==> config.mk <==
export PLATFORM = sky130hd
export DESIGN_NAME = hwpe_stream_source_realign_cmd_flat
export DESIGN_NICKNAME = d
export VERILOG_FILES = /design/src/rtl/hwpe_stream_source_realign_cmd_if.sv /design/src/rtl/hwpe_stream_source_realign_cmd.sv /design/src/flat_wrapper.sv
export SDC_FILE = /design/constraint.sdc
export NUM_CORES = 1
export LEC_CHECK = 0
export ABC_AREA = 1
export CELL_PAD_IN_SITES_DETAIL_PLACEMENT = 0
export CELL_PAD_IN_SITES_GLOBAL_PLACEMENT = 1
export CORE_MARGIN = 2
export CORE_UTILIZATION = 40
export CTS_BUF_LIST = sky130_fd_sc_hd__clkbuf_8 sky130_fd_sc_hd__clkbuf_16
export DETAILED_ROUTE_END_ITERATION = 8
export DONT_BUFFER_PORTS = 1
export PLACE_DENSITY = 0.78
export SYNTH_ARGS = -nofsm -noshare
export SYNTH_HDL_FRONTEND = slang
export SYNTH_SLANG_ARGS = --single-unit
==> constraint.sdc <==
create_clock -name clk_i -period 8.75 [get_ports clk_i]
set_input_delay 1.3125 -clock clk_i [delete_from_list [all_inputs] [get_ports clk_i]]
set_output_delay 1.3125 -clock clk_i [all_outputs]
set_load 0.005 [all_outputs]
==> src/rtl/hwpe_stream_source_realign_cmd_if.sv <==
// ============================================================================
// Module      : hwpe_stream_intf_stream
// Description : HWPE-Stream handshake bundle (valid/ready/data/strb).
//               The producer drives valid, data and strb; the consumer
//               drives ready.
// Ports       : none (signal bundle only)
//               master/source : producer side view
//               slave/sink    : consumer side view
// Revision    : 1.0 - initial release
// ============================================================================
`default_nettype none

interface hwpe_stream_intf_stream #(
  parameter int unsigned DATA_WIDTH = 32
) ();

  localparam int unsigned STRB_WIDTH = DATA_WIDTH / 8;

  logic                  valid;
  logic                  ready;
  logic [DATA_WIDTH-1:0] data;
  logic [STRB_WIDTH-1:0] strb;

  modport master (output valid, output data, output strb, input  ready);
  modport slave  (input  valid, input  data, input  strb, output ready);
  modport source (output valid, output data, output strb, input  ready);
  modport sink   (input  valid, input  data, input  strb, output ready);

endinterface

`default_nettype wire

==> src/rtl/hwpe_stream_source_realign_cmd.sv <==
// ============================================================================
// Module      : hwpe_stream_source_realign_cmd
// Description : Command-driven source-side realigner for HWPE-Streams.
//               Each queued line command (byte offset, word count, tail
//               byte count) turns a run of misaligned memory words into
//               aligned output words, with a tail strobe on the last word
//               of the line. Commands sit in a small FIFO so address
//               generation is decoupled from the data path.
// Ports       : clk_i, rst_ni (async, active-low), clear_i (sync clear)
//               cmd_valid_i/cmd_ready_o/cmd_offset_i/cmd_len_i/cmd_tail_i
//                 line command write port
//               push_i      : memory words in (strb ignored)
//               pop_o       : realigned words out
//               busy_o      : FSM active or commands pending
//               line_done_o : one-cycle pulse per retired command
// Revision    : 1.0 - initial release
// ============================================================================
`default_nettype none

module hwpe_stream_source_realign_cmd #(
  parameter int unsigned DATA_WIDTH     = 32,
  parameter int unsigned CMD_FIFO_DEPTH = 4
) (
  input  logic                                 clk_i,
  input  logic                                 rst_ni,
  input  logic                                 clear_i,
  input  logic                                 cmd_valid_i,
  output logic                                 cmd_ready_o,
  input  logic [$clog2(DATA_WIDTH/8)-1:0]      cmd_offset_i,
  input  logic [15:0]                          cmd_len_i,
  input  logic [$clog2(DATA_WIDTH/8):0]        cmd_tail_i,
  hwpe_stream_intf_stream.slave                push_i,
  hwpe_stream_intf_stream.master               pop_o,
  output logic                                 busy_o,
  output logic                                 line_done_o
);

  localparam int unsigned NB     = DATA_WIDTH / 8;
  localparam int unsigned OFF_W  = $clog2(NB);
  localparam int unsigned TAIL_W = OFF_W + 1;
  localparam int unsigned PTR_W  = $clog2(CMD_FIFO_DEPTH);
  localparam int unsigned CNT_W  = PTR_W + 1;
  localparam int unsigned SH_W   = $clog2(2 * DATA_WIDTH);

  typedef enum logic [1:0] {
    IDLE   = 2'd0,
    PRIME  = 2'd1,
    STREAM = 2'd2
  } state_e;

  // --------------------------------------------------------------------------
  // Command FIFO
  // --------------------------------------------------------------------------
  logic [OFF_W-1:0]  off_mem  [CMD_FIFO_DEPTH];
  logic [15:0]       len_mem  [CMD_FIFO_DEPTH];
  logic [TAIL_W-1:0] tail_mem [CMD_FIFO_DEPTH];

  logic [PTR_W-1:0]  wr_ptr_q;
  logic [PTR_W-1:0]  rd_ptr_q;
  logic [PTR_W-1:0]  rd_ptr_nxt;
  logic [CNT_W-1:0]  count_q;
  logic              fifo_full;
  logic              cmd_push;
  logic              retire;

  function automatic logic [PTR_W-1:0] ptr_inc(input logic [PTR_W-1:0] p);
    return (p == PTR_W'(CMD_FIFO_DEPTH - 1)) ? '0 : p + 1'b1;
  endfunction

  // No bypass: a full FIFO refuses a write even if the head retires now.
  assign fifo_full   = (count_q == CNT_W'(CMD_FIFO_DEPTH));
  assign cmd_ready_o = ~fifo_full;
  assign cmd_push    = cmd_valid_i & ~fifo_full;
  assign rd_ptr_nxt  = ptr_inc(rd_ptr_q);

  always_ff @(posedge clk_i) begin
    if (cmd_push) begin
      off_mem[wr_ptr_q]  <= cmd_offset_i;
      len_mem[wr_ptr_q]  <= cmd_len_i;
      tail_mem[wr_ptr_q] <= cmd_tail_i;
    end
  end

  always_ff @(posedge clk_i or negedge rst_ni) begin
    if (!rst_ni) begin
      wr_ptr_q <= '0;
      rd_ptr_q <= '0;
      count_q  <= '0;
    end else if (clear_i) begin
      wr_ptr_q <= '0;
      rd_ptr_q <= '0;
      count_q  <= '0;
    end else begin
      if (cmd_push) wr_ptr_q <= ptr_inc(wr_ptr_q);
      if (retire)   rd_ptr_q <= rd_ptr_nxt;
      case ({cmd_push, retire})
        2'b10:   count_q <= count_q + 1'b1;
        2'b01:   count_q <= count_q - 1'b1;
        default: count_q <= count_q;
      endcase
    end
  end

  // Head command drives the active line; the following entry is looked at
  // when a line retires so the next line can start without a bubble.
  logic [OFF_W-1:0]  head_off;
  logic [15:0]       head_len;
  logic [TAIL_W-1:0] head_tail;
  logic [OFF_W-1:0]  nxt_off;
  logic [15:0]       nxt_len;

  assign head_off  = off_mem[rd_ptr_q];
  assign head_len  = len_mem[rd_ptr_q];
  assign head_tail = tail_mem[rd_ptr_q];
  assign nxt_off   = off_mem[rd_ptr_nxt];
  assign nxt_len   = len_mem[rd_ptr_nxt];

  // --------------------------------------------------------------------------
  // Control FSM
  // --------------------------------------------------------------------------
  state_e            state_q;
  state_e            state_d;
  logic [15:0]       out_cnt_q;
  logic [DATA_WIDTH-1:0] prev_q;
  logic              line_done_q;

  logic              cnt_clr;
  logic              cnt_inc;
  logic              prev_ld;
  logic              push_ready;
  logic              pop_valid;
  logic              last_word;

  assign last_word = (state_q == STREAM) && (out_cnt_q == head_len - 16'd1);

  always_comb begin
    state_d    = state_q;
    retire     = 1'b0;
    cnt_clr    = 1'b0;
    cnt_inc    = 1'b0;
    prev_ld    = 1'b0;
    push_ready = 1'b0;
    pop_valid  = 1'b0;
    unique case (state_q)
      IDLE: begin
        if (count_q != '0) begin
          if (head_len == 16'd0) begin
            retire = 1'b1;
          end else begin
            cnt_clr = 1'b1;
            state_d = (head_off == '0) ? STREAM : PRIME;
          end
        end
      end
      PRIME: begin
        push_ready = 1'b1;
        if (push_i.valid) begin
          prev_ld = 1'b1;
          state_d = STREAM;
        end
      end
      STREAM: begin
        pop_valid  = push_i.valid;
        push_ready = pop_o.ready;
        if (push_i.valid && pop_o.ready) begin
          prev_ld = 1'b1;
          cnt_inc = 1'b1;
          if (last_word) begin
            retire  = 1'b1;
            cnt_clr = 1'b1;
            // A zero-length follower is retired from IDLE next cycle, so
            // only one command ever leaves the FIFO per clock.
            if (count_q > CNT_W'(1)) begin
              if (nxt_len == 16'd0) state_d = IDLE;
              else                  state_d = (nxt_off == '0) ? STREAM : PRIME;
            end else begin
              state_d = IDLE;
            end
          end
        end
      end
      default: state_d = IDLE;
    endcase
    // Clear wins over any handshake in the same cycle.
    if (clear_i) begin
      push_ready = 1'b0;
      pop_valid  = 1'b0;
    end
  end

  always_ff @(posedge clk_i or negedge rst_ni) begin
    if (!rst_ni) begin
      state_q     <= IDLE;
      out_cnt_q   <= '0;
      prev_q      <= '0;
      line_done_q <= 1'b0;
    end else if (clear_i) begin
      state_q     <= IDLE;
      out_cnt_q   <= '0;
      prev_q      <= '0;
      line_done_q <= 1'b0;
    end else begin
      state_q     <= state_d;
      line_done_q <= retire;
      if (cnt_clr)      out_cnt_q <= '0;
      else if (cnt_inc) out_cnt_q <= out_cnt_q + 16'd1;
      if (prev_ld)      prev_q    <= push_i.data;
    end
  end

  // --------------------------------------------------------------------------
  // Data path: realign, strobe, mask
  // --------------------------------------------------------------------------
  logic [SH_W-1:0]       rsh;
  logic [SH_W-1:0]       lsh;
  logic [DATA_WIDTH-1:0] realigned;
  logic [TAIL_W-1:0]     tail_eff;
  logic [NB-1:0]         strb;
  logic [DATA_WIDTH-1:0] masked;

  // Low bytes come from the previous word's upper part, high bytes from the
  // current word's lower part. Offset 0 is a plain pass-through.
  assign rsh       = SH_W'({head_off, 3'b000});
  assign lsh       = SH_W'(DATA_WIDTH) - rsh;
  assign realigned = (head_off == '0) ? push_i.data
                                      : ((push_i.data << lsh) | (prev_q >> rsh));
  assign tail_eff  = (head_tail == '0) ? TAIL_W'(NB) : head_tail;

  always_comb begin
    strb   = '1;
    masked = '0;
    if (last_word) begin
      for (int b = 0; b < NB; b++) begin
        strb[b] = (TAIL_W'(b) < tail_eff);
      end
    end
    for (int b = 0; b < NB; b++) begin
      masked[8*b +: 8] = strb[b] ? realigned[8*b +: 8] : 8'h00;
    end
  end

  assign push_i.ready = push_ready;
  assign pop_o.valid  = pop_valid;
  assign pop_o.data   = (state_q == STREAM) ? masked : '0;
  assign pop_o.strb   = strb;

  assign busy_o      = (state_q != IDLE) || (count_q != '0);
  assign line_done_o = line_done_q;

endmodule

`default_nettype wire

==> src/flat_wrapper.sv <==
// flat-port wrapper written by rule: the top's interface ports become plain ports
module hwpe_stream_source_realign_cmd_flat 
#(
  parameter int unsigned DATA_WIDTH     = 32,
  parameter int unsigned CMD_FIFO_DEPTH = 4
)
  (clk_i, rst_ni, clear_i, cmd_valid_i, cmd_ready_o, cmd_offset_i, cmd_len_i, cmd_tail_i, busy_o, line_done_o, push_i_valid, push_i_data, push_i_strb, push_i_ready, pop_o_valid, pop_o_data, pop_o_strb, pop_o_ready);
  hwpe_stream_intf_stream #(.DATA_WIDTH(DATA_WIDTH)) push_i_i ();
  hwpe_stream_intf_stream #(.DATA_WIDTH(DATA_WIDTH)) pop_o_i ();
  input  logic clk_i;
  input  logic rst_ni;
  input  logic clear_i;
  input  logic cmd_valid_i;
  output logic cmd_ready_o;
  input  logic [$clog2(DATA_WIDTH/8)-1:0] cmd_offset_i;
  input  logic [15:0] cmd_len_i;
  input  logic [$clog2(DATA_WIDTH/8):0] cmd_tail_i;
  output logic busy_o;
  output logic line_done_o;
  input wire logic [$bits(push_i_i.valid)-1:0] push_i_valid;
  input wire logic [$bits(push_i_i.data)-1:0] push_i_data;
  input wire logic [$bits(push_i_i.strb)-1:0] push_i_strb;
  output wire logic [$bits(push_i_i.ready)-1:0] push_i_ready;
  output wire logic [$bits(pop_o_i.valid)-1:0] pop_o_valid;
  output wire logic [$bits(pop_o_i.data)-1:0] pop_o_data;
  output wire logic [$bits(pop_o_i.strb)-1:0] pop_o_strb;
  input wire logic [$bits(pop_o_i.ready)-1:0] pop_o_ready;
  assign push_i_i.valid = push_i_valid;
  assign push_i_i.data = push_i_data;
  assign push_i_i.strb = push_i_strb;
  assign push_i_ready = push_i_i.ready;
  assign pop_o_valid = pop_o_i.valid;
  assign pop_o_data = pop_o_i.data;
  assign pop_o_strb = pop_o_i.strb;
  assign pop_o_i.ready = pop_o_ready;
  hwpe_stream_source_realign_cmd #(.DATA_WIDTH(DATA_WIDTH), .CMD_FIFO_DEPTH(CMD_FIFO_DEPTH)) u_core (.clk_i(clk_i), .rst_ni(rst_ni), .clear_i(clear_i), .cmd_valid_i(cmd_valid_i), .cmd_ready_o(cmd_ready_o), .cmd_offset_i(cmd_offset_i), .cmd_len_i(cmd_len_i), .cmd_tail_i(cmd_tail_i), .push_i(push_i_i), .pop_o(pop_o_i), .busy_o(busy_o), .line_done_o(line_done_o));
endmodule
### Word-level counts from Yosys, hierarchy flattened

Memories as Yosys holds them, arrays and structs flattened.
Cells that the tools add are included.

| storage, ports and cells | value |
|---|---|
| bits in registers | 58 |
| memory bits (writable) | 84 |
| memories | 3 |

| operators by class | value |
|---|---|
| $add $sub $neg | 7 |
| shift-type cells | 2 |
| bitwise gates (word level) | 3 |
| reduce and logical (&&, ||, !) cells | 17 |
| eq/ne operators | 13 |
| multiplexer cells | 51 |
| $lt $le $gt $ge | 5 |

Memory list:

| name | words | width | read ports | clocked after memory_dff | write ports | line | RTL |
|---|---|---|---|---|---|---|---|
| u_core.len_mem | 4 | 16 | 2 | 0 | 1 | hwpe_stream_source_realign_cmd.sv:55 | `logic [15:0] len_mem [CMD_FIFO_DEPTH];` |
| u_core.tail_mem | 4 | 3 | 1 | 0 | 1 | hwpe_stream_source_realign_cmd.sv:56 | `logic [TAIL_W-1:0] tail_mem [CMD_FIFO_DEPTH];` |
| u_core.off_mem | 4 | 2 | 2 | 0 | 1 | hwpe_stream_source_realign_cmd.sv:54 | `logic [OFF_W-1:0] off_mem [CMD_FIFO_DEPTH];` |

Operators by type and width:

| kind | number |
|---|---|
| $mux W32 | 4 |
| $mux W16 | 3 |
| $logic_not A16 Y1 | 2 |
| $mux W2 | 16 |
| $mux W8 | 4 |
| $or A32 B32 Y32 | 1 |
| $shl A32 B6 Y32 | 1 |
| $shr A32 B5 Y32 | 1 |
| $add A16 B1 Y16 const B | 1 |
| $eq A16 B16 Y1 | 1 |
| $sub A16 B1 Y16 const B | 1 |
| $mux W1 | 15 |
| $ne A3 B2 Y1 const B | 3 |
| $reduce_bool A3 Y1 | 3 |
| $eq A2 B2 Y1 const B | 4 |
| $pmux W1 S2 | 4 |
| $reduce_bool A2 Y1 | 4 |
| $logic_not A2 Y1 | 3 |
| $lt A1 B3 Y1 const A | 2 |
| $lt A2 B3 Y1 const A | 2 |
| $mux W3 | 2 |
| $ne A3 B3 Y1 const B | 2 |
| $pmux W2 S3 | 1 |
| $pmux W3 S2 | 1 |
| 14 further kinds | 17 |

### Longest topological paths before layout

Gate-level depths: netlist (run 1).
An unclocked memory read counts as a cell.

| depth | value |
|---|---|
| depth after elaboration | 11 |
| gate-level depth with buffers | 23 |

### Least setup slack after synthesis (run 1)

No wires, ideal clock.

| timing | value |
|---|---|
| kind | reg2out |
| start | register u_core.rd_ptr_q[0] |
| end | output pop_o_data[28] |
| arrival time | 3,019 ps |
| buffers on the path | 8 |
| stages on the path, launching flop included | 19 |
| slack | 4,418 ps |
| path through | dfrtp_1 -> buf_6 -> inv_4 -> buf_6 -> buf_6 -> clkbuf_1 -> nand2_1 -> a32oi_1 -> inv_1 -> clkbuf_1 -> clkbuf_1 -> ha_1 -> clkbuf_1 -> clkbuf_1 -> a21oi_1 -> a22oi_1 -> nand3_1 -> o2111ai_1 -> inv_1 |

| between the ends | value |
|---|---|
| cells in the longest elaborated chain, start to end | 7 |
| elaborated cells between the ends (all ways) | 18 |
| those cells by class | add/sub: 2; order compare: 1; eq/ne: 1; shift: 2; mux: 5; bitwise: 1; reduce/logical: 3; memory: 3 |

RTL lines:

| element | line | RTL |
|---|---|---|
| from (decl) | hwpe_stream_source_realign_cmd.sv:59 | `logic [PTR_W-1:0] rd_ptr_q;` |
| from (signal assigned) | hwpe_stream_source_realign_cmd.sv:95 | `if (retire) rd_ptr_q <= rd_ptr_nxt;` |
| $mem_v2 Z4 W2, or another cell as far along | - |  |
| $sub A6 B5 Y6, or another cell as far along | hwpe_stream_source_realign_cmd.sv:224 | `assign lsh = SH_W'(DATA_WIDTH) - rsh;` |
| $shl A32 B6 Y32, or another cell as far along | hwpe_stream_source_realign_cmd.sv:226 | `: ((push_i.data << lsh) \| (prev_q >> rsh));` |
| $or A32 B32 Y32, or another cell as far along | hwpe_stream_source_realign_cmd.sv:226 |  |
| $mux W32 / $mux W4 (equally long branches) | hwpe_stream_source_realign_cmd.sv:225, hwpe_stream_source_realign_cmd.sv:232 |  |
| $mux W8 * | hwpe_stream_source_realign_cmd.sv:238 | `masked[8*b +: 8] = strb[b] ? realigned[8*b +: 8] : 8'h00;` |
| $mux W32 * | hwpe_stream_source_realign_cmd.sv:244 | `assign pop_o.data = (state_q == STREAM) ? masked : '0;` |
| to (decl) | flat_wrapper.sv:25 | `output wire logic [$bits(pop_o_i.data)-1:0] pop_o_data;` |

Every way passes the cells marked *; elsewhere a longest branch is shown, timed or not.

### Worst setup path in the final report (run 1)

| timing | value |
|---|---|
| start | register u_core.rd_ptr_q[1] |
| end | output pop_o_data[15] |

| between the ends | value |
|---|---|
| cells in the longest elaborated chain, start to end | 7 |
| elaborated cells between the ends (all ways) | 18 |
| those cells by class | add/sub: 2; order compare: 1; eq/ne: 1; shift: 2; mux: 5; bitwise: 1; reduce/logical: 3; memory: 3 |

RTL lines:

| element | line |
|---|---|
| $mem_v2 Z4 W2, or another cell as far along | - |
| $sub A6 B5 Y6, or another cell as far along | hwpe_stream_source_realign_cmd.sv:224 |
| $shl A32 B6 Y32, or another cell as far along | hwpe_stream_source_realign_cmd.sv:226 |
| $or A32 B32 Y32, or another cell as far along | hwpe_stream_source_realign_cmd.sv:226 |
| $mux W32 / $mux W4 (equally long branches) | hwpe_stream_source_realign_cmd.sv:225, hwpe_stream_source_realign_cmd.sv:232 |
| $mux W8 * | hwpe_stream_source_realign_cmd.sv:238 |
| $mux W32 * | hwpe_stream_source_realign_cmd.sv:244 |

Marked as above.

==> impl_metrics.ini, run 1 <==
[outcome]
outcome = finished, final reports clean

[min_path]
min_from = u_core.prev_q[5]$_DFFE_PN0P_
hold_depth = 2
holdPathEnd = u_core.prev_q[5]$_DFFE_PN0P_
min_path_type = reg -> reg

[setup_path]
cp_slowest_cell = dfrtp_1
r2r_slack_ns = 4.81
crit_path_start_kind = flip-flop
critical_path.max_stage_delay_ns = 0.89
timing.rr.end = u_core.out_cnt_q[10]$_DFFE_PN0P_
path_class = reg -> out
arrival_ns = 4.88
cp-end-kind = primary output
rr_worst_depth = 14
cp_max_fo = 33
required_ns = 7.44
crit_chain = inv_2, a32oi_2, buf_4, inv_1, ha_1, buf_4, inv_1, nand2_1, a221oi_1, nand2_1, inv_1
r2r-start = u_core.rd_ptr_q[1]$_DFFE_PN0P_
timing.critical_path.mode_cell = inv_1

[timing]
fin_crit_sh_pct = 70.8
worst_pin_slew_ns = 1.19
slew_headroom_pct = 20.5
final.min_clock_period_ns = 6.20
setup_violations = 0
maxSlewViolCount = 0
hold_ws_ns = 0.530
timing.final.ws_setup_ns = 2.55
hold_viol = 0
setup_tns_ns = 0
rsz0062_at_grt = no
clock_skew_ns = 0.0144
max_freq_mhz = 161

[grt]
antenna_found_initial = 0
grt_usage_pct = 21.8
grt_pass1_vias = 7322
grt_max_degree = 60
grt_overflow = 0
grt_pass1_wl_um = 40600

[synthesis]
ys.flop_type = edfxtp_1
ys_seq_elements = 142
netlist_instances = 1123
ys_seq_area_share_pct = 44.0
synth_nets = 1202
async_flop_share_pct = 40.8
synth_cell_types = 47
synth_area_mm2 = 0.00902
ys_warn_count = 0
synth_edf_count = 84
syn_avg_cell_area_um2 = 8.04

[clock_tree]
cts_resized = 0
clk_pin_slew_ns = 0.06
cts_tree = yes
cts_buffer_depth = 2
htreeDepth = 4
cts_made_buffers = 17
holdBufCountCts = 0
worstSkewPairLatency_ns = 0.43
cts.sinks = 142
cts_root_buffer = clkbuf_16
post_cts_buffers = 0

[drt]
routed_wl_um = 25400
antenna_left = 0
dr.pass1.iters = 6
via_count = 7713
drtIter0Drc = 643
routedWlPerCell_um = 18.3
routed_via_density = 5.56
drc = 0

[power_and_ir_drop]
p_sw_mw = 0.656
p_per_area_mw_per_mm2 = 199
intPower_mw = 1.29
clkPwrFrac_pct = 38.0
p_total_mw = 1.94
ir_drop_v = 0.000139
p_sw_share_pct = 33.7
power_leakage_nw = 4.19
p_seq_share_pct = 40.0
p_comb_share_pct = 22.1

[placement]
dp_cells = 1355
io_buffers = 0
placed_area_mm2 = 0.00919
dp_hpwl_um = 17500
routabilityCongestion = 0.900
pre_cts_ws_ns = 3.04

[die]
dieArea_mm2 = 0.0238
core.rowCount = 54
ios = 104
core_mm2 = 0.0220
die_w_um = 154
fp.dieH_um = 154
start_util_pct = 41.1

[layout]
fin_cells = 1387
final_cell_mix = nand2_1, inv_1, nand3_1
area_growth_pct = 8.35
diodes = 0
multi_input_area_mm2 = 0.00414
final_common_cell = nand2_1
final_area_mm2 = 0.00978
fillCellCount = 2190
layout-drive-gt1-share_pct = 8.49
nets = 1173
fin_util_pct = 44.5
seq_area_mm2 = 0.00397

[flow_run]
drv_cap = 0
power by group through the flow:
stage,sequential [mW],clock (mW),combinational (mW)
after floorplan,0.784,0,0.323
after global placement,0.790,0,0.421
after detailed placement,0.791,0,0.424
after CTS,0.777,0.751,0.426
after global routing,0.781,0.782,0.482
final,0.777,0.738,0.429
how the worst max path moves through the flow:
| stage | startpoint | depth (start not counted) | end | slack (ns) |
|---|---|---|---|---|
| final | u_core.rd_ptr_q[1]$_DFFE_PN0P_ | 11 | pop_o_data[15] | 2.55 |
| after global routing | u_core.rd_ptr_q[1]$_DFFE_PN0P_ | 12 | pop_o_data[15] | 2.17 |
| after CTS | u_core.rd_ptr_q[1]$_DFFE_PN0P_ | 12 | pop_o_data[15] | 2.58 |
| after detailed placement | u_core.rd_ptr_q[1]$_DFFE_PN0P_ | 12 | pop_o_data[15] | 3.04 |
| after global placement | u_core.rd_ptr_q[1]$_DFFE_PN0P_ | 11 | pop_o_data[15] | 3.07 |
| after floorplan | u_core.rd_ptr_q[0]$_DFFE_PN0P_ | 18 | pop_o_data[28] | 4.42 |
cell type report:
class / instances / share of cell area [%]
sequential: 142 / 40.6
clock buffer: 17 / 4.35
inverter: 170 / 6.58
clock inverter: 15 / 1.70
timing repair buffer: 10 / 0.768
multi-input combinational: 753 / 42.4
tap: 280 / 3.58
registers in the layout (all words and copies together) (netlist names):
name,count
u_core.count_q,3
u_core.len_mem,64
u_core.line_done_o,1
u_core.off_mem,8
u_core.out_cnt_q,16
u_core.prev_q,32
u_core.rd_ptr_q,2
u_core.state_q,2
u_core.tail_mem,12
u_core.wr_ptr_q,2
per-layer routing:
metal / share of wire [%] / GRT usage [%]
met1: 47 / 32.0
met2: 45 / 32.9
met3: 7.1 / 4.71
met4: 1.3 / 4.90
met5: 0 / 0
cells in the mapped netlist, types with 2 or more instances:
cell type,n,area share (%)
inv_1,162,6.7
buf_1,7,0.29
nor4_1,18,1.2
nor3_1,13,0.72
a32oi_1,10,0.97
dfrtp_1,58,16
o21ai_0,56,3.1
edfxtp_1,84,28
nand3_1,133,7.4
o31ai_1,3,0.25
a221oi_1,2,0.19
buf_4,3,0.25
a22oi_1,8,0.67
o21ai_1,4,0.22
o211ai_1,8,0.67
o21a_1,3,0.25
nand3_4,2,0.39
xor2_1,17,1.6
inv_4,2,0.14
inv_2,5,0.21
a21oi_1,43,2.4
ha_1,16,2.2
nor2_8,3,0.67
o22ai_1,32,2.2
clkbuf_1,30,1.2
nand2_4,4,0.50
nand4_1,34,2.4
nor2_1,41,1.7
o2111ai_1,22,2.1
xnor2_1,6,0.58
nand2_1,239,9.9
nor2_2,3,0.21
nor2_4,2,0.25
buf_6,6,0.75
buf_2,12,0.67
nand2_2,14,0.97
o22ai_2,7,0.97
or2_2,2,0.14
worst max-delay path: cells and delay by family, from the launching register on:
kind,cells,cell delay (ns)
buffers and inverters,6,2.22
AOI/OAI and AO/OA,2,0.62
adders and majority gates,1,0.43
and+or+nand+nor,2,0.26
DFF,1,0.89
cell families (layout without fill, tap and decap cells):
logic type	Yosys count	after routing	share of synthesized area (%)
other cells	1	1	0.0416
buf+inv	228	212	10.3
simple gates	511	511	26.8
flops	142	142	44.0
compound gates	202	202	14.4
fa+ha+maj	16	16	2.22
xor+xnor	23	23	2.23
Power figures use the tool's default switching activity.
==> run 2: changes to the inputs <==
Settings changed: PLACE_DENSITY 0.78 to 0.81.
Clock period 8.75 ns to 5.08 ns, I/O delays scaled along.
==> run 2 against run 1 <==
  * Final cell count increased by 0.43%
  * Count of clock-buffer cells in the layout unchanged
  * Register-to-register slack got worse by 3.1 ns
  * Total power grew 67%
  * Combinational power grew 72%
  * Sequential share of layout area about the same
  * Non-clock buffer count is 6 higher
  * Worst hold slack got worse by 0.50 ns
  * Core utilization hardly changed
  * Via count up 0.61%
==> impl_metrics.ini, run 2 (synthesized netlist as in run 1, its figures left out) <==
[layout]
largest_register = u_core.len_mem
top_regs = u_core.len_mem: 64 flops, u_core.prev_q: 32 flops, u_core.out_cnt_q: 16 flops
area_growth_pct = 8.44
nets = 1179
final_common_cell = nand2_1
fin_cells = 1393
largest_reg_flops = 64
layout-drive-gt1-share_pct = 8.89
final_cell_mix = nand2_1, inv_1, nand3_1
diodes = 0
fillCellCount = 2154

[clock_tree]
htreeDepth = 4
cts.sinks = 142
holdBufCountCts = 0
cts_tree = yes
post_cts_buffers = 0
cts_made_buffers = 17
cts_buffer_depth = 2
clk_pin_slew_ns = 0.07
worstSkewPairLatency_ns = 0.42
cts_resized = 0
cts_root_buffer = clkbuf_16

[power_and_ir_drop]
p_per_area_mw_per_mm2 = 332
power_leakage_nw = 4.19
ir_drop_v = 0.000218

[setup_path]
arrival_ns = 3.67
cp_max_fo = 45
crit_start = u_core.rd_ptr_q[0]$_DFFE_PN0P_
crit_end = pop_o_data[9]
path_class = reg -> out
required_ns = 4.32
cp-end-kind = primary output
timing.rr.end = u_core.out_cnt_q[13]$_DFFE_PN0P_
crit_path_start_kind = flip-flop
rr_worst_depth = 14
r2r-start = u_core.rd_ptr_q[1]$_DFFE_PN0P_
r2r_slack_ns = 1.69

[timing]
timing.final.ws_setup_ns = 0.645
setup_violations = 0
maxSlewViolCount = 0
slew_headroom_pct = 31.4
fin_crit_sh_pct = 87.3
final.min_clock_period_ns = 4.44
rsz0062_at_grt = no
hold_viol = 0
setup_tns_ns = 0
worst_pin_slew_ns = 1.03
max_freq_mhz = 225
clock_skew_ns = 0.0121

[grt]
grt_usage_pct = 21.6
grt_pass1_vias = 7421
antenna_found_initial = 0
grt_overflow = 0
grt_max_degree = 59
busiest_layer = met2
grt_pass1_wl_um = 40500
grtUsageMet2_pct = 32.9
grt_use_met1_pct = 30.5
use_met3_pct = 4.85

[outcome]
outcome = finished, final reports clean

[placement]
routabilityCongestion = 0.850
dp_cells = 1361
io_buffers = 0
pre_cts_ws_ns = 1.12
dp_hpwl_um = 17600

[die]
die_w_um = 154
core.rowCount = 54
dieArea_mm2 = 0.0238
core_mm2 = 0.0220
fp.dieH_um = 154
ios = 104
start_util_pct = 41.1

[min_path]
min_path_type = in -> async

[drt]
via_count = 7760
drtIter0Drc = 617
dr.pass1.iters = 5
antenna_left = 0
routed_wl_um = 25000
routedWlPerCell_um = 17.9
routed_via_density = 5.57
drc = 0

[flow_run]
drv_cap = 0
-- run 2: cell count changes in the layout (fill, tap and decap cells not counted) --
| cell | before | now |
|---|---|---|
| buf_4 | 10 | 16 |
| bufinv_16 | 1 | 0 |
| clkinv_1 | 1 | 2 |
| clkinv_2 | 0 | 1 |
| clkinv_8 | 0 | 1 |
| clkinvlp_4 | 1 | 2 |
| inv_6 | 3 | 5 |
| inv_8 | 8 | 3 |
-- run 2: metal layers --
metal / wire, um / up-vias / share of wire (%)
li1: - / 3815 / -
met1: 11500 / 3657 / 46
met2: 11200 / 254 / 45
met4: 478 / 0 / 1.9
met5: 0 / - / 0
met3: 1790 / 34 / 7.2
-- run 2: power breakdown --
part | total [mW] | leakage, nW | switching, mW | internal (mW)
Sequential | 1.34 | 1.57 | 0.0372 | 1.30
Clock | 1.17 | 0.272 | 0.531 | 0.641
Combinational | 0.740 | 2.35 | 0.522 | 0.218
-- run 2: worst min-delay path by stage --
stage / startpoint / end / slack (ns) / cells past startpoint
floorplan: rst_ni / u_core.count_q[0]$_DFFE_PN0P_ / 0.47 / 0
global placement: rst_ni / u_core.wr_ptr_q[1]$_DFFE_PN0P_ / 0.47 / 0
detailed placement: rst_ni / u_core.wr_ptr_q[0]$_DFFE_PN0P_ / 0.47 / 0
CTS: rst_ni / u_core.wr_ptr_q[0]$_DFFE_PN0P_ / 0.01 / 0
global route: rst_ni / u_core.rd_ptr_q[0]$_DFFE_PN0P_ / 0.01 / 0
finish: rst_ni / u_core.rd_ptr_q[0]$_DFFE_PN0P_ / 0.03 / 0
-- run 2: critical path, cell delays in order (launching register included) --
cell and delay (ns):
dfrtp_1 0.39, buf_4 0.44, nand2_1 0.10, nand3_1 0.15, nand2_2 0.11, ha_1 0.27
xnor2_1 0.16, xor2_1 0.17, nor2_1 0.20, nand2_1 0.09, inv_1 0.05, nand2_1 0.04
nor2_1 0.09, nand2_1 0.08, nor2_2 0.10, and2_4 0.17, nand3_4 0.16, inv_4 0.13
nand2_4 0.13, o2111ai_1 0.11, inv_1 0.09
-- run 2: final cells by class --
cell class | count | area (um2) | area share [%]
multi-input combinational | 753 | 4140 | 42.3
sequential | 142 | 3970 | 40.6
inverter | 170 | 643 | 6.57
clock buffer | 17 | 425 | 4.35
tap | 280 | 350 | 3.58
clock inverter | 15 | 130 | 1.33
timing repair buffer | 16 | 120 | 1.23
-- run 2: stage by stage --
step,instance area (um2),total power [mW],hold slack [ns],utilization [%]
floorplan,9020,1.91,0.466,-
global placement,9230,2.09,0.469,42.0
detailed placement,9230,2.09,0.469,42.0
CTS,9790,3.27,0.0144,44.6
global route,9790,3.43,0.0111,44.6
finish,9790,3.25,0.0344,44.6
==> run 3: changes to the inputs <==
Settings changed: ABC_AREA 1 to not set, CTS_CLUSTER_SIZE set to 8, GPL_TIMING_DRIVEN set to 0, PLACE_DENSITY 0.81 to 0.77.
==> run 3 against run 2 <==
  * Combinational power decreased by 22%
  * Area after synthesis decreased by 7.3%
  * Wire length increased by 2.8%
  * Global-route usage increased by 1.9 points
  * Die area decreased by 7.1%
==> impl_metrics.ini, run 3 <==
[synthesis]
yosysTopAreaCellShare_pct = 30.1
synth.most_common_cell = edfxtp_1
ys_seq_area_share_pct = 47.5
syn_avg_cell_area_um2 = 10.7
synth_area_mm2 = 0.00837
synth_edf_count = 84
ys_seq_elements = 142
synth_cell_types = 71
synthTopCellsByArea = edfxtp_1, dfrtp_1, mux4_2
synth_nets = 860
yosys.area.top_type = edfxtp_1
ys.flop_type = edfxtp_1
async_flop_share_pct = 40.8
ys_warn_count = 0
ys_top_cells_by_count = edfxtp_1, nor2_1, nand2_1
netlist_instances = 781

[min_path]
min_path_type = in -> async

[grt]
grt_usage_pct = 23.4
grt_pass1_wl_um = 39500
grt_pass1_vias = 6947
antenna_found_initial = 0
grt_max_degree = 59
grt_overflow = 0

[layout]
largest_reg_flops = 64
largest_register = u_core.len_mem
seq_area_mm2 = 0.00398
nets = 888
multi_input_area_mm2 = 0.00420
fillCellCount = 1891
fin_cells = 1092
final_common_cell = edfxtp_1
area_growth_pct = 13.8
final_cell_mix = edfxtp_1, nor2_1, nand2_1
diodes = 0
layout-drive-gt1-share_pct = 14.7
top_regs = u_core.len_mem: 64 flops, u_core.prev_q: 32 flops, u_core.out_cnt_q: 16 flops

[drt]
via_count = 6948
routedWlPerCell_um = 23.5
antenna_left = 0
drc = 0
dr.pass1.iters = 5
drtIter0Drc = 490
routed_via_density = 6.36
routed_wl_um = 25700

[setup_path]
arrival_ns = 4.21
rr_worst_depth = 13
cp-end-kind = primary output
timing.critical_path.mode_cell = or4_1
critical_path.max_stage_delay_ns = 0.57
crit_chain = buf_12, mux4_2, or4_1, buf_4, or4_1, o311ai_1, a31oi_2, or4_4, nor3_4, a31o_4, nor2_1
crit_path_start_kind = flip-flop
timing.rr.end = u_core.rd_ptr_q[0]$_DFFE_PN0P_
crit_family = simple AND/OR/NAND/NOR gates
r2r-start = u_core.rd_ptr_q[0]$_DFFE_PN0P_
path_class = reg -> out
cp_slowest_cell = mux4_2
required_ns = 4.32
path_buf_inv = 2
r2r_slack_ns = 0.39
cp_max_fo = 10

[timing]
hold_viol = 0
timing.final.ws_setup_ns = 0.110
maxSlewViolCount = 0
max_freq_mhz = 201
setup_violations = 0
final.min_clock_period_ns = 4.97
clock_skew_ns = 0.0153
slew_headroom_pct = 21.5
fin_crit_sh_pct = 97.8
worst_pin_slew_ns = 1.18

[clock_tree]
cts_buffer_depth = 2
clk_pin_slew_ns = 0.07
holdBufCountCts = 0
cts_root_buffer = clkbuf_16
htreeDepth = 4
cts_tree = yes
cts_made_buffers = 17
worstSkewPairLatency_ns = 0.44
cts.sinks = 142

[die]
start_util_pct = 41.1
fp.dieH_um = 149
ios = 104
core.rowCount = 52
die_w_um = 149
core_mm2 = 0.0204
dieArea_mm2 = 0.0221

[placement]
routabilityCongestion = 0.880
dp_hpwl_um = 17200
io_buffers = 0
pre_cts_ws_ns = -1.50
dp_cells = 1051

[outcome]
outcome = finished, final reports clean

[power_and_ir_drop]
ir_drop_v = 0.000279
power_leakage_nw = 3.39
p_per_area_mw_per_mm2 = 338

[flow_run]
drv_cap = 0
==> run 3: cell count changes after synthesis, sizes merged, moves of 28 or more <==
cell	delta
nand2	-193
inv	-149
nand3	-126
o21ai	-37
a22o	+34
o22ai	-33
nor2	+29
nand4	-28
==> run 3: cell type report <==
type / count / area share (%)
Buffer: 44 / 2.37
Clock buffer: 17 / 4.47
Clock inverter: 15 / 2.04
Inverter: 21 / 0.828
Multi-Input combinational cell: 572 / 44.1
Sequential cell: 142 / 41.8
Tap cell: 270 / 3.55
Timing Repair Buffer: 11 / 0.868
==> run 3: report_power, final <==
| part | switching, mW | total [mW] | internal [mW] |
|---|---|---|---|
| clock | 0.609 | 1.32 | 0.712 |
| combinational | 0.368 | 0.576 | 0.207 |
| sequential | 0.0391 | 1.32 | 1.28 |
==> run 3: kinds of logic after synthesis <==
kind of cell / count (synthesis) / share of synthesized area [%]
flops: 142 / 47.5
compound gates: 213 / 17.7
xor+xnor: 17 / 1.78
fa+ha+maj: 16 / 2.39
other cells: 1 / 0.0448
buf+inv: 67 / 3.18
simple gates: 272 / 16.5
mux: 53 / 10.9
==> run 3: stage by stage <==
stage / hold WS, ns / TNS, ns / total power [mW] / instance area, um2 / util, %
after floorplan: 0.466 / 0 / 1.72 / 8370 / -
after global placement: 0.472 / -35.49 / 1.88 / 8710 / 42.8
after detailed placement: 0.472 / -37.67 / 1.89 / 8710 / 42.8
after CTS: 0.0106 / 0 / 3.21 / 9410 / 46.2
after global routing: 0.00661 / -0.00173 / 3.34 / 9520 / 46.7
final: 0.0220 / 0 / 3.22 / 9520 / 46.7
==> run 3: worst register-to-register path, cell delays in order, from the launching register on <==
cell      delay (ns)
dfrtp_2         0.45
buf_12          0.16
mux4_2          0.57
or4_1           0.48
buf_4           0.18
or4_1           0.53
o311ai_1        0.11
a31oi_2         0.12
or4_4           0.57
buf_4           0.16
buf_4           0.13
nor4_1          0.74
o21ai_0         0.21
a21oi_1         0.20
==> run 3: worst max-delay path by stage <==
stage	from	to	slack (ns)	cells after the start
3_5_place_dp	u_core.rd_ptr_q[1]$_DFFE_PN0P_	pop_o_data[17]	-1.50	16
2_1_floorplan	u_core.rd_ptr_q[1]$_DFFE_PN0P_	pop_o_data[26]	0.37	16
3_3_place_gp	u_core.rd_ptr_q[1]$_DFFE_PN0P_	pop_o_data[17]	-1.44	16
4_1_cts	u_core.rd_ptr_q[0]$_DFFE_PN0P_	pop_o_data[17]	0.02	11
5_1_grt	u_core.rd_ptr_q[0]$_DFFE_PN0P_	pop_o_data[18]	-0.002	11
6_report	u_core.rd_ptr_q[0]$_DFFE_PN0P_	pop_o_data[16]	0.11	11
==> run 3: per-layer routing <==
metal	part of all wire, %	GRT usage (%)
met1	41	29.9
met3	9.1	7.02
met2	47	37.3
met4	3.4	10.0
met5	0	0
==> run 3: what timing repair did <==
action,CTS,global route
pin swaps,1,3
setup endpoints to repair,35,33
resized for setup,33,18
buffers inserted,1,10
